<file path="src/rtl/spi_slave_param_if.sv">
// Bundle of SPI pins, TX/RX handshakes and status for spi_slave_param.
// The slave modport is the peripheral's view; master is the fabric/host view.
interface spi_slave_param_if #(
    parameter int DATA_W = 8,
    parameter int CNT_W  = 8
);
    // SPI pins
    logic              spi_sclk;
    logic              spi_cs_n;
    logic              spi_mosi;
    logic              spi_miso;
    logic              spi_miso_oe;
    // per-transaction mode select
    logic              cpol;
    logic              cpha;
    // TX holding-register handshake
    logic [DATA_W-1:0] tx_data;
    logic              tx_valid;
    logic              tx_ready;
    // RX handshake
    logic [DATA_W-1:0] rx_data;
    logic              rx_valid;
    logic              rx_ready;
    // status
    logic              rx_overrun;
    logic              tx_underrun;
    logic              busy;
    logic [CNT_W-1:0]  word_count;

    modport slave (
        input  spi_sclk, spi_cs_n, spi_mosi, cpol, cpha, tx_data, tx_valid, rx_ready,
        output spi_miso, spi_miso_oe, tx_ready, rx_data, rx_valid, rx_overrun,
               tx_underrun, busy, word_count
    );

    modport master (
        output spi_sclk, spi_cs_n, spi_mosi, cpol, cpha, tx_data, tx_valid, rx_ready,
        input  spi_miso, spi_miso_oe, tx_ready, rx_data, rx_valid, rx_overrun,
               tx_underrun, busy, word_count
    );
endinterface

</file>
<file path="src/rtl/spi_slave_param.sv">
// Parametrised SPI slave: configurable word width and bit order, all four SPI
// modes latched per chip-select, multi-word bursts, ready/valid TX/RX with
// overrun/underrun pulses. SPI pins are oversampled in the clk domain.
module spi_slave_param #(
    parameter int DATA_W      = 8,
    parameter int SYNC_STAGES = 2,
    parameter bit MSB_FIRST   = 1'b1,
    parameter int CNT_W       = 8
) (
    input  logic             clk,
    input  logic             rst_n,
    spi_slave_param_if.slave bus
);

    localparam int               BC_W     = $clog2(DATA_W);
    localparam logic [BC_W-1:0]  LAST_BIT = BC_W'(DATA_W - 1);
    localparam logic [CNT_W-1:0] CNT_MAX  = {CNT_W{1'b1}};

    typedef enum logic {
        ST_IDLE,
        ST_ACTIVE
    } state_t;

    state_t state;

    logic [SYNC_STAGES-1:0] sclk_sync;
    logic [SYNC_STAGES-1:0] cs_sync;
    logic [SYNC_STAGES-1:0] mosi_sync;
    logic                   sclk_d;
    logic                   cs_d;

    logic              cpol_q;
    logic              cpha_q;
    logic [BC_W-1:0]   bit_cnt;
    logic [DATA_W-1:0] tx_shift;
    logic [DATA_W-1:0] rx_shift;
    logic [DATA_W-1:0] hold_data;
    logic              hold_full;

    logic              miso_q;
    logic              miso_oe_q;
    logic [DATA_W-1:0] rx_data_q;
    logic              rx_valid_q;
    logic              rx_overrun_q;
    logic              tx_underrun_q;
    logic              busy_q;
    logic [CNT_W-1:0]  word_count_q;

    // First bit on the wire for a freshly loaded word.
    function automatic logic first_bit(input logic [DATA_W-1:0] w);
        return MSB_FIRST ? w[DATA_W-1] : w[0];
    endfunction

    // Move the next bit into the wire position.
    function automatic logic [DATA_W-1:0] advance(input logic [DATA_W-1:0] w);
        return MSB_FIRST ? (w << 1) : (w >> 1);
    endfunction

    // Synchronise the asynchronous SPI pins and keep one delayed copy for edge detection.
    // NOTE: the synchroniser flops reset to the idle bus levels (sclk low, cs_n high) so
    // leaving reset never looks like a chip-select or clock edge.
    always_ff @(posedge clk or negedge rst_n) begin
        if (!rst_n) begin
            sclk_sync <= '0;
            cs_sync   <= '1;
            mosi_sync <= '0;
            sclk_d    <= 1'b0;
            cs_d      <= 1'b1;
        end else begin
            sclk_sync <= {sclk_sync[SYNC_STAGES-2:0], bus.spi_sclk};
            cs_sync   <= {cs_sync[SYNC_STAGES-2:0], bus.spi_cs_n};
            mosi_sync <= {mosi_sync[SYNC_STAGES-2:0], bus.spi_mosi};
            sclk_d    <= sclk_sync[SYNC_STAGES-1];
            cs_d      <= cs_sync[SYNC_STAGES-1];
        end
    end

    logic sclk_s, cs_s, mosi_s;
    logic sclk_rise, sclk_fall, cs_fall, cs_rise;
    logic lead_edge, trail_edge, shift_ev, sample_ev;
    logic word_load;
    logic [DATA_W-1:0] load_word;
    logic [DATA_W-1:0] rx_next;
    logic [DATA_W-1:0] tx_next;

    assign sclk_s    = sclk_sync[SYNC_STAGES-1];
    assign cs_s      = cs_sync[SYNC_STAGES-1];
    assign mosi_s    = mosi_sync[SYNC_STAGES-1];
    assign sclk_rise = sclk_s & ~sclk_d;
    assign sclk_fall = ~sclk_s & sclk_d;
    assign cs_fall   = ~cs_s & cs_d;
    assign cs_rise   = cs_s & ~cs_d;

    // Leading edge leaves the CPOL idle level, trailing edge returns to it.
    assign lead_edge  = cpol_q ? sclk_fall : sclk_rise;
    assign trail_edge = cpol_q ? sclk_rise : sclk_fall;
    assign shift_ev   = cpha_q ? lead_edge : trail_edge;
    assign sample_ev  = cpha_q ? trail_edge : lead_edge;

    // A word load happens at CS fall in cpha=0, or on a shift edge at a word boundary.
    assign word_load = ((state == ST_IDLE) && cs_fall && !bus.cpha) ||
                       ((state == ST_ACTIVE) && !cs_rise && shift_ev && (bit_cnt == '0));
    assign load_word = hold_full ? hold_data : '0;
    assign tx_next   = advance(tx_shift);
    assign rx_next   = MSB_FIRST ? {rx_shift[DATA_W-2:0], mosi_s}
                                 : {mosi_s, rx_shift[DATA_W-1:1]};

    // Transaction FSM, shift registers, TX holding register and RX handshake.
    // NOTE: several assignments below may target the same flop in one cycle; with
    // non-blocking assignments the last one written wins, which encodes priority
    // (e.g. a completing word beats the rx_valid clear, a host write beats the load's empty).
    always_ff @(posedge clk or negedge rst_n) begin
        if (!rst_n) begin
            state         <= ST_IDLE;
            cpol_q        <= 1'b0;
            cpha_q        <= 1'b0;
            bit_cnt       <= '0;
            tx_shift      <= '0;
            rx_shift      <= '0;
            hold_data     <= '0;
            hold_full     <= 1'b0;
            miso_q        <= 1'b0;
            miso_oe_q     <= 1'b0;
            rx_data_q     <= '0;
            rx_valid_q    <= 1'b0;
            rx_overrun_q  <= 1'b0;
            tx_underrun_q <= 1'b0;
            busy_q        <= 1'b0;
            word_count_q  <= '0;
        end else begin
            rx_overrun_q  <= 1'b0;
            tx_underrun_q <= 1'b0;

            if (rx_valid_q && bus.rx_ready) begin
                rx_valid_q <= 1'b0;
            end

            case (state)
                ST_IDLE: begin
                    if (cs_fall) begin
                        state        <= ST_ACTIVE;
                        cpol_q       <= bus.cpol;
                        cpha_q       <= bus.cpha;
                        bit_cnt      <= '0;
                        word_count_q <= '0;
                        busy_q       <= 1'b1;
                        miso_oe_q    <= 1'b1;
                    end
                end
                ST_ACTIVE: begin
                    if (cs_rise) begin
                        state     <= ST_IDLE;
                        busy_q    <= 1'b0;
                        miso_oe_q <= 1'b0;
                        miso_q    <= 1'b0;
                        bit_cnt   <= '0;
                    end else if (shift_ev) begin
                        if (bit_cnt != '0) begin
                            tx_shift <= tx_next;
                            miso_q   <= first_bit(tx_next);
                        end
                    end else if (sample_ev) begin
                        rx_shift <= rx_next;
                        if (bit_cnt == LAST_BIT) begin
                            bit_cnt    <= '0;
                            rx_data_q  <= rx_next;
                            rx_valid_q <= 1'b1;
                            if (rx_valid_q && !bus.rx_ready) begin
                                rx_overrun_q <= 1'b1;
                            end
                            if (word_count_q != CNT_MAX) begin
                                word_count_q <= word_count_q + CNT_W'(1);
                            end
                        end else begin
                            bit_cnt <= bit_cnt + BC_W'(1);
                        end
                    end
                end
                default: state <= ST_IDLE;
            endcase

            if (word_load) begin
                tx_shift <= load_word;
                miso_q   <= first_bit(load_word);
                if (hold_full) begin
                    hold_full <= 1'b0;
                end else begin
                    tx_underrun_q <= 1'b1;
                end
            end

            if (bus.tx_valid && !hold_full) begin
                hold_data <= bus.tx_data;
                hold_full <= 1'b1;
            end
        end
    end

    assign bus.spi_miso    = miso_q;
    assign bus.spi_miso_oe = miso_oe_q;
    assign bus.tx_ready    = ~hold_full;
    assign bus.rx_data     = rx_data_q;
    assign bus.rx_valid    = rx_valid_q;
    assign bus.rx_overrun  = rx_overrun_q;
    assign bus.tx_underrun = tx_underrun_q;
    assign bus.busy        = busy_q;
    assign bus.word_count  = word_count_q;

endmodule
</file>
<file path="src/flat_wrapper.sv">
// flat-port wrapper written by rule: the top's interface ports become plain ports
module spi_slave_param_flat 
#(
    parameter int DATA_W      = 8,
    parameter int SYNC_STAGES = 2,
    parameter bit MSB_FIRST   = 1'b1,
    parameter int CNT_W       = 8
)
  (clk, rst_n, bus_spi_sclk, bus_spi_cs_n, bus_spi_mosi, bus_cpol, bus_cpha, bus_tx_data, bus_tx_valid, bus_rx_ready, bus_spi_miso, bus_spi_miso_oe, bus_tx_ready, bus_rx_data, bus_rx_valid, bus_rx_overrun, bus_tx_underrun, bus_busy, bus_word_count);
  spi_slave_param_if #(.DATA_W(DATA_W), .CNT_W(CNT_W)) bus_i ();
  input  logic clk;
  input  logic rst_n;
  input wire logic [$bits(bus_i.spi_sclk)-1:0] bus_spi_sclk;
  input wire logic [$bits(bus_i.spi_cs_n)-1:0] bus_spi_cs_n;
  input wire logic [$bits(bus_i.spi_mosi)-1:0] bus_spi_mosi;
  input wire logic [$bits(bus_i.cpol)-1:0] bus_cpol;
  input wire logic [$bits(bus_i.cpha)-1:0] bus_cpha;
  input wire logic [$bits(bus_i.tx_data)-1:0] bus_tx_data;
  input wire logic [$bits(bus_i.tx_valid)-1:0] bus_tx_valid;
  input wire logic [$bits(bus_i.rx_ready)-1:0] bus_rx_ready;
  output wire logic [$bits(bus_i.spi_miso)-1:0] bus_spi_miso;
  output wire logic [$bits(bus_i.spi_miso_oe)-1:0] bus_spi_miso_oe;
  output wire logic [$bits(bus_i.tx_ready)-1:0] bus_tx_ready;
  output wire logic [$bits(bus_i.rx_data)-1:0] bus_rx_data;
  output wire logic [$bits(bus_i.rx_valid)-1:0] bus_rx_valid;
  output wire logic [$bits(bus_i.rx_overrun)-1:0] bus_rx_overrun;
  output wire logic [$bits(bus_i.tx_underrun)-1:0] bus_tx_underrun;
  output wire logic [$bits(bus_i.busy)-1:0] bus_busy;
  output wire logic [$bits(bus_i.word_count)-1:0] bus_word_count;
  assign bus_i.spi_sclk = bus_spi_sclk;
  assign bus_i.spi_cs_n = bus_spi_cs_n;
  assign bus_i.spi_mosi = bus_spi_mosi;
  assign bus_i.cpol = bus_cpol;
  assign bus_i.cpha = bus_cpha;
  assign bus_i.tx_data = bus_tx_data;
  assign bus_i.tx_valid = bus_tx_valid;
  assign bus_i.rx_ready = bus_rx_ready;
  assign bus_spi_miso = bus_i.spi_miso;
  assign bus_spi_miso_oe = bus_i.spi_miso_oe;
  assign bus_tx_ready = bus_i.tx_ready;
  assign bus_rx_data = bus_i.rx_data;
  assign bus_rx_valid = bus_i.rx_valid;
  assign bus_rx_overrun = bus_i.rx_overrun;
  assign bus_tx_underrun = bus_i.tx_underrun;
  assign bus_busy = bus_i.busy;
  assign bus_word_count = bus_i.word_count;
  spi_slave_param #(.DATA_W(DATA_W), .SYNC_STAGES(SYNC_STAGES), .MSB_FIRST(MSB_FIRST), .CNT_W(CNT_W)) u_core (.clk(clk), .rst_n(rst_n), .bus(bus_i));
endmodule
</file>
<file path="config.mk">
export PLATFORM = sky130hd
export DESIGN_NAME = spi_slave_param_flat
export DESIGN_NICKNAME = d
export VERILOG_FILES = /design/src/rtl/spi_slave_param_if.sv /design/src/rtl/spi_slave_param.sv /design/src/flat_wrapper.sv
export SDC_FILE = /design/constraint.sdc
export NUM_CORES = 1
export LEC_CHECK = 0
export CAP_MARGIN = 20
export CORE_UTILIZATION = 38
export CTS_CLUSTER_SIZE = 10
export DETAILED_ROUTE_END_ITERATION = 16
export GPL_ROUTABILITY_DRIVEN = 0
export PLACE_DENSITY = 0.71
export SYNTH_ARGS = -nofsm -noshare
export SYNTH_HDL_FRONTEND = slang
export SYNTH_SLANG_ARGS = --single-unit
</file>
<file path="constraint.sdc">
create_clock -name clk -period 3.6 [get_ports clk]
set_input_delay 1.08 -clock clk [delete_from_list [all_inputs] [get_ports clk]]
set_output_delay 1.08 -clock clk [all_outputs]
set_load 0.005 [all_outputs]
</file>
# ---- Word-level counts from Yosys, hierarchy flattened
# Index checks and enable logic that the tools add are counted.
dict set report classes {
  addsub 2
  mux 50
  reduce_logical 29
  bitwise 12
  n_eq_ne 12
}
# operator count
set ops {}
lappend ops {{8-bit two-way mux} 7}
lappend ops {{7-bit two-way mux} 5}
lappend ops {{1-bit two-way mux} 29}
lappend ops {{8-bit case mux with 2 select lines} 1}
lappend ops {{3-bit two-way mux} 5}
lappend ops {{2-bit inequality test, second input constant} 7}
lappend ops {{3-bit nonzero test} 3}
lappend ops {{8-bit by 1-bit adder with 8-bit output, second input constant} 1}
lappend ops {{1-bit logical AND} 8}
lappend ops {{8-bit inequality test, second input constant} 1}
lappend ops {{1-bit NOT} 8}
lappend ops {{4-bit AND reduction} 2}
lappend ops {{2-bit nonzero test} 4}
lappend ops {{3-bit inequality test, second input constant} 2}
lappend ops {{3-bit case mux with 2 select lines} 1}
lappend ops {{3-bit AND reduction} 2}
lappend ops {{6-bit AND reduction} 1}
lappend ops {{5-bit AND reduction} 1}
lappend ops {{1-bit bitwise AND} 4}
lappend ops {{1-bit logical NOT} 4}
lappend ops {{1-bit case mux with 2 select lines} 2}
lappend ops {{2-bit AND reduction} 2}
lappend ops {{3-bit by 1-bit adder with 3-bit output, second input constant} 1}
lappend ops {{3-bit equality test, second input constant} 1}
lappend ops {{other kinds (3)} 3}
dict set report totals {
  ff_bits 58
  word_cells 125
  input_bits 17
  out_inout_bits 23
}

# ---- Logic depth before layout (Yosys ltp)
dict set report logic_depth {
  depth_word 9
  depth_mapped 6
  depth_no_buf 6
}

# ---- Least setup slack after synthesis
# OpenSTA, ideal clock, no wires.
dict set report synth_path {
  path_kind {input to register}
  from {in bus_cpha}
  to {reg u_core.tx_shift[5]}
  n_path_buf 0
  setup_slack_ns 1.441
  setup_time_ns 0.111
  path_stages 3
  t_arrival_ns 2.048
  t_required_ns 3.489
  path_cell_list {nor4b_1 a21oi_1 a222oi_1}
}
dict set report synth_between {
  elab_chain_cells 5
  word_cells_on_any_way 9
  cone_classes {eq/ne (1); mux (1); reduce/logical (7)}
}
# element line_no
set synth_rtl {}
lappend synth_rtl {{start, declared} flat_wrapper.sv:17} ;# input wire logic [$bits(bus_i.cpha)-1:0] bus_cpha;
lappend synth_rtl {{1-bit logical NOT *} spi_slave_param.sv:101} ;# assign word_load = ((state == ST_IDLE) && cs_fall && !bus.cpha) ||
lappend synth_rtl {{1-bit logical AND *} spi_slave_param.sv:101}
lappend synth_rtl {{1-bit logical OR *} spi_slave_param.sv:101}
lappend synth_rtl {{2-bit inequality test (no line) / 2-bit nonzero test (equally long branches)} n/a}
lappend synth_rtl {{4-bit AND reduction (no line)} n/a}
lappend synth_rtl {{end signal, assigned} spi_slave_param.sv:159} ;# tx_shift <= tx_next;
lappend synth_rtl {{end signal, assigned} spi_slave_param.sv:183} ;# tx_shift <= load_word;
lappend synth_rtl {{end, declared} spi_slave_param.sv:35} ;# logic [DATA_W-1:0] tx_shift;
# Mark *: on every way between the ends. The rest lies on a longest branch, timed or not.
# A chain may end at the register's enable or synchronous reset.

# ---- Final worst setup path
dict set report layout_path {
  from {reg u_core.hold_full}
  to {out bus_tx_ready}
}
dict set report layout_between {
  elab_chain_cells 1
}
# element line_no
set layout_rtl {}
lappend layout_rtl {{start, declared} spi_slave_param.sv:38} ;# logic hold_full;
lappend layout_rtl {{start signal, assigned} spi_slave_param.sv:121} ;# hold_full <= 1'b0;
lappend layout_rtl {{start signal, assigned} spi_slave_param.sv:186} ;# hold_full <= 1'b0;
lappend layout_rtl {{start signal, assigned} spi_slave_param.sv:194} ;# hold_full <= 1'b1;
lappend layout_rtl {{1-bit NOT} spi_slave_param.sv:201} ;# assign bus.tx_ready = ~hold_full;
lappend layout_rtl {{end, declared} flat_wrapper.sv:23} ;# output wire logic [$bits(bus_i.tx_ready)-1:0] bus_tx_ready;
# No other way between the ends.

==> impl_metrics.yaml <==
grt:
  grt_pass1_vias: 1726
  met2_usage: 0.2176
  met1_usage: 0.2013
  grt_busiest_layer: "met2"
  grt_pass1_wl_um: 8142
  use_met3: 0.03066
  grtUsageTotal: 0.1492
  grt_max_degree: 32
  antenna_found_initial: 0
  grt_remaining_overflow: 0
timing:
  fin_skew_ns: 0.005027
  hold_viol: 0
  finalSetupTns_ns: 0
  max_freq_mhz: 393.0
  slew_viol_final: 0
  tightest_slew_ns: 0.7004
  grt_setup_unrepaired: "false"
  min_period_ns: 2.545
  setup_viol: 0
  fin_crit_sh: 0.7068
  max-slew-margin-rel: 0.5321
outcome:
  violations: "DRC"
  status: "complete, but fails checks"
pwr:
  seqPwrFrac: 0.475
  total_power_mw: 1.911
  switchingPower_mw: 0.5150
  clockPowerShare: 0.315
  p_comb_frac: 0.210
  irDropWorstVdd_uv: 258.0
  p_sw_frac: 0.2694
  p_per_area_nw_per_um2: 596.2
  p_int_mw: 1.396
  leakage_nw: 1.445
clock_tree:
  cts_tree: "built"
  clockBufferDepth: 2
  htreeDepth: 3
  clk_latency_ns: 0.32
  ctsResizeCount: 0
  cts_root_buf: "clkbuf_8"
  postCtsHoldBufs: 0
  cts.clk_slew.worst_paths_ns: 0.06
  numCtsBuffers: 9
  post-cts-setup-buffer-count: 0
  clock_sinks: 58
route:
  routedWlPerCell_um: 13.93
  drc: 1
  routed_wl_um: 4569
  ant_nets: 0
  drtIter0Drc: 122
  vias: 1697
  vias_per_cell: 5.174
  drt-pass1-iter-count: 12
synth:
  asyncSetResetFlopFracSynth: 1.000
  synth_mux_area_frac: 0.1690
  synth.avg_cell_area_um2: 12.61
  syn-cell-area_um2: 2547
  syn-num-nets: 223
  synth_ff_type: "dfrtp_1"
  synth_edf_count: 0
  synth_top_family_by_area: "multiplexers"
  ys_top_cells_by_count: "dfrtp_1 (55), mux2_2 (26), nand2_1 (18)"
  ys_ff_latch: 58
  yosys_warnings: 0
  synth.most_common_cell: "dfrtp_1"
  synth_cell_types: 38
  postSynthCellCount: 202
  synth_largest_area_cell: "dfrtp_1"
  ys_seq_area_frac: 0.5712
  synth-simple-area-share: 0.1316
  synthXorXnorAreaFrac: 0.01081
  netlist.area_leader.share: 0.5403
  synth_compound_area_frac: 0.06729
  ys_top_cells_by_area: "dfrtp_1 (54%), mux2_2 (11%), mux2i_1 (3.9%)"
  synth_fa_ha_area_frac: 0.01965
final_layout:
  drive_above_1_share: 0.1992
  n_fill_cell: 555
  antenna_cells: 0
  area.growth.synth_to_final_pct: 25.83
  fin_nets: 267
setup_path:
  critPathKind: "flop to primary output"
  path_cells: "inv_1 > clkdlybuf4s50_1"
  cp_top_family: "buffers and inverters"
  reg2reg_setup_slack_ns: 1.74
  worst_path_largest_cell_delay_ns: 0.52
  timing.rr.start: "u_core.state"
  startpoint_type: "flop"
  rr_endpoint: "u_core.tx_shift[1]"
  critPathRequiredTime_ns: 2.52
  crit_slowest_cell: "clkdlybuf4s50_1"
  cp-end-kind: "primary output"
  cp_max_fo: 10
  arrival_ns: 1.46
  path_buf_inv: 2
  reg2regPathDepth: 3
worst_hold_path:
  holdCritStartpoint: "u_core.mosi_sync[0]"
  min_to: "u_core.mosi_sync[1]"
  hold_path.class: "flop to flop"
  min_path_cells: 0
floorplan:
  die_w_um: 83.88
  core_area_um2: 6422
  num_rows: 29
  start_util: 0.3966
  die_h_um: 83.88
  dieArea_um2: 7035
  pin_count: 40
place:
  port-buffer-count: 39
  hpwl_um: 3193
flow_run:
  cap_violations: 0
==> power groups by stage <==
stage / logic (mW) / registers (mW) / clock network, mW
global route: 0.444 / 0.934 / 0.653
global placement: 0.397 / 0.916 / 0
CTS: 0.410 / 0.911 / 0.621
floorplan: 0.316 / 0.882 / 0
detailed placement: 0.408 / 0.924 / 0
finish: 0.402 / 0.908 / 0.601
==> state kept, by name (all words and copies together) (netlist names), 2 cells and up <==
register,cells
u_core.bus.rx_data,8
u_core.sclk_sync,2
u_core.bit_cnt,3
u_core.cs_sync,2
u_core.hold_data,8
u_core.mosi_sync,2
u_core.rx_shift,7
u_core.tx_shift,7
u_core.bus.word_count,8
==> kinds of logic after synthesis <==
kind of cell / count (synthesis)
buffers and inverters: 19
DFF: 58
and+or+nand+nor: 61
adders and majority gates: 4
xor gates and xnor gates: 1
muxes: 38
AOI/OAI and AO/OA: 21
==> routing by layer <==
layer,share of wire,vias up
met5,0,-
met1,0.47,832
li1,-,812
met2,0.46,46
met3,0.047,7
met4,0.025,0
==> worst reg2reg max path: stages (launching register included) <==
cell and delay, ns:
dfrtp_1 0.51, nor4b_1 0.63, a31o_1 0.40, a222oi_1 0.16
==> placed cells by master (no fill, tap or decap), drive strengths merged, types with 3 or more instances in the layout <==
cell type       n
mux2           27
buf             3
nand2          18
nor4            4
clkbuf         14
nor2            4
nand4           5
clkdlybuf4s50  38
nand2b         11
dfstp           3
ha              4
mux2i          11
inv            11
a222oi          6
nor2b           5
nand3           6
dfrtp          55
==> worst max path at each step <==
stage,cells past startpoint,to,slack [ns],start
2_1_floorplan,3,u_core.tx_shift[5],1.44,bus_cpha
3_5_place_dp,4,u_core.tx_shift[1],0.76,bus_cpha
6_report,2,bus_tx_ready,1.06,u_core.hold_full
3_3_place_gp,4,u_core.tx_shift[2],0.82,bus_cpha
4_1_cts,2,bus_tx_ready,1.04,u_core.hold_full
5_1_grt,2,bus_tx_ready,0.97,u_core.hold_full
==> through the flow <==
step / setup slack (ns) / util / instances / cell area, um2 / hold WS (ns)
finish: 1.055 / 0.4991 / 328 / 3206 / 0.3463
global route: 0.9712 / 0.4991 / 328 / 3206 / 0.3589
CTS: 1.039 / 0.4991 / 328 / 3206 / 0.3494
detailed placement: 0.7646 / 0.4683 / 312 / 3008 / 0.3356
global placement: 0.8170 / 0.4683 / 312 / 3008 / 0.3346
floorplan: 1.441 / - / 202 / 2547 / 0.3312
==> cell type report <==
type                       count  area, um2  area share
inverter                      11      41.29     0.01288
clock inverter                 2      35.03     0.01093
sequential                    58       1455      0.4539
tap                           77      96.34     0.03005
clock buffer                  14      162.7     0.05074
multi-input combinational    125       1015      0.3165
timing repair buffer          41      400.4      0.1249
(Power assumes the default switching activity.)
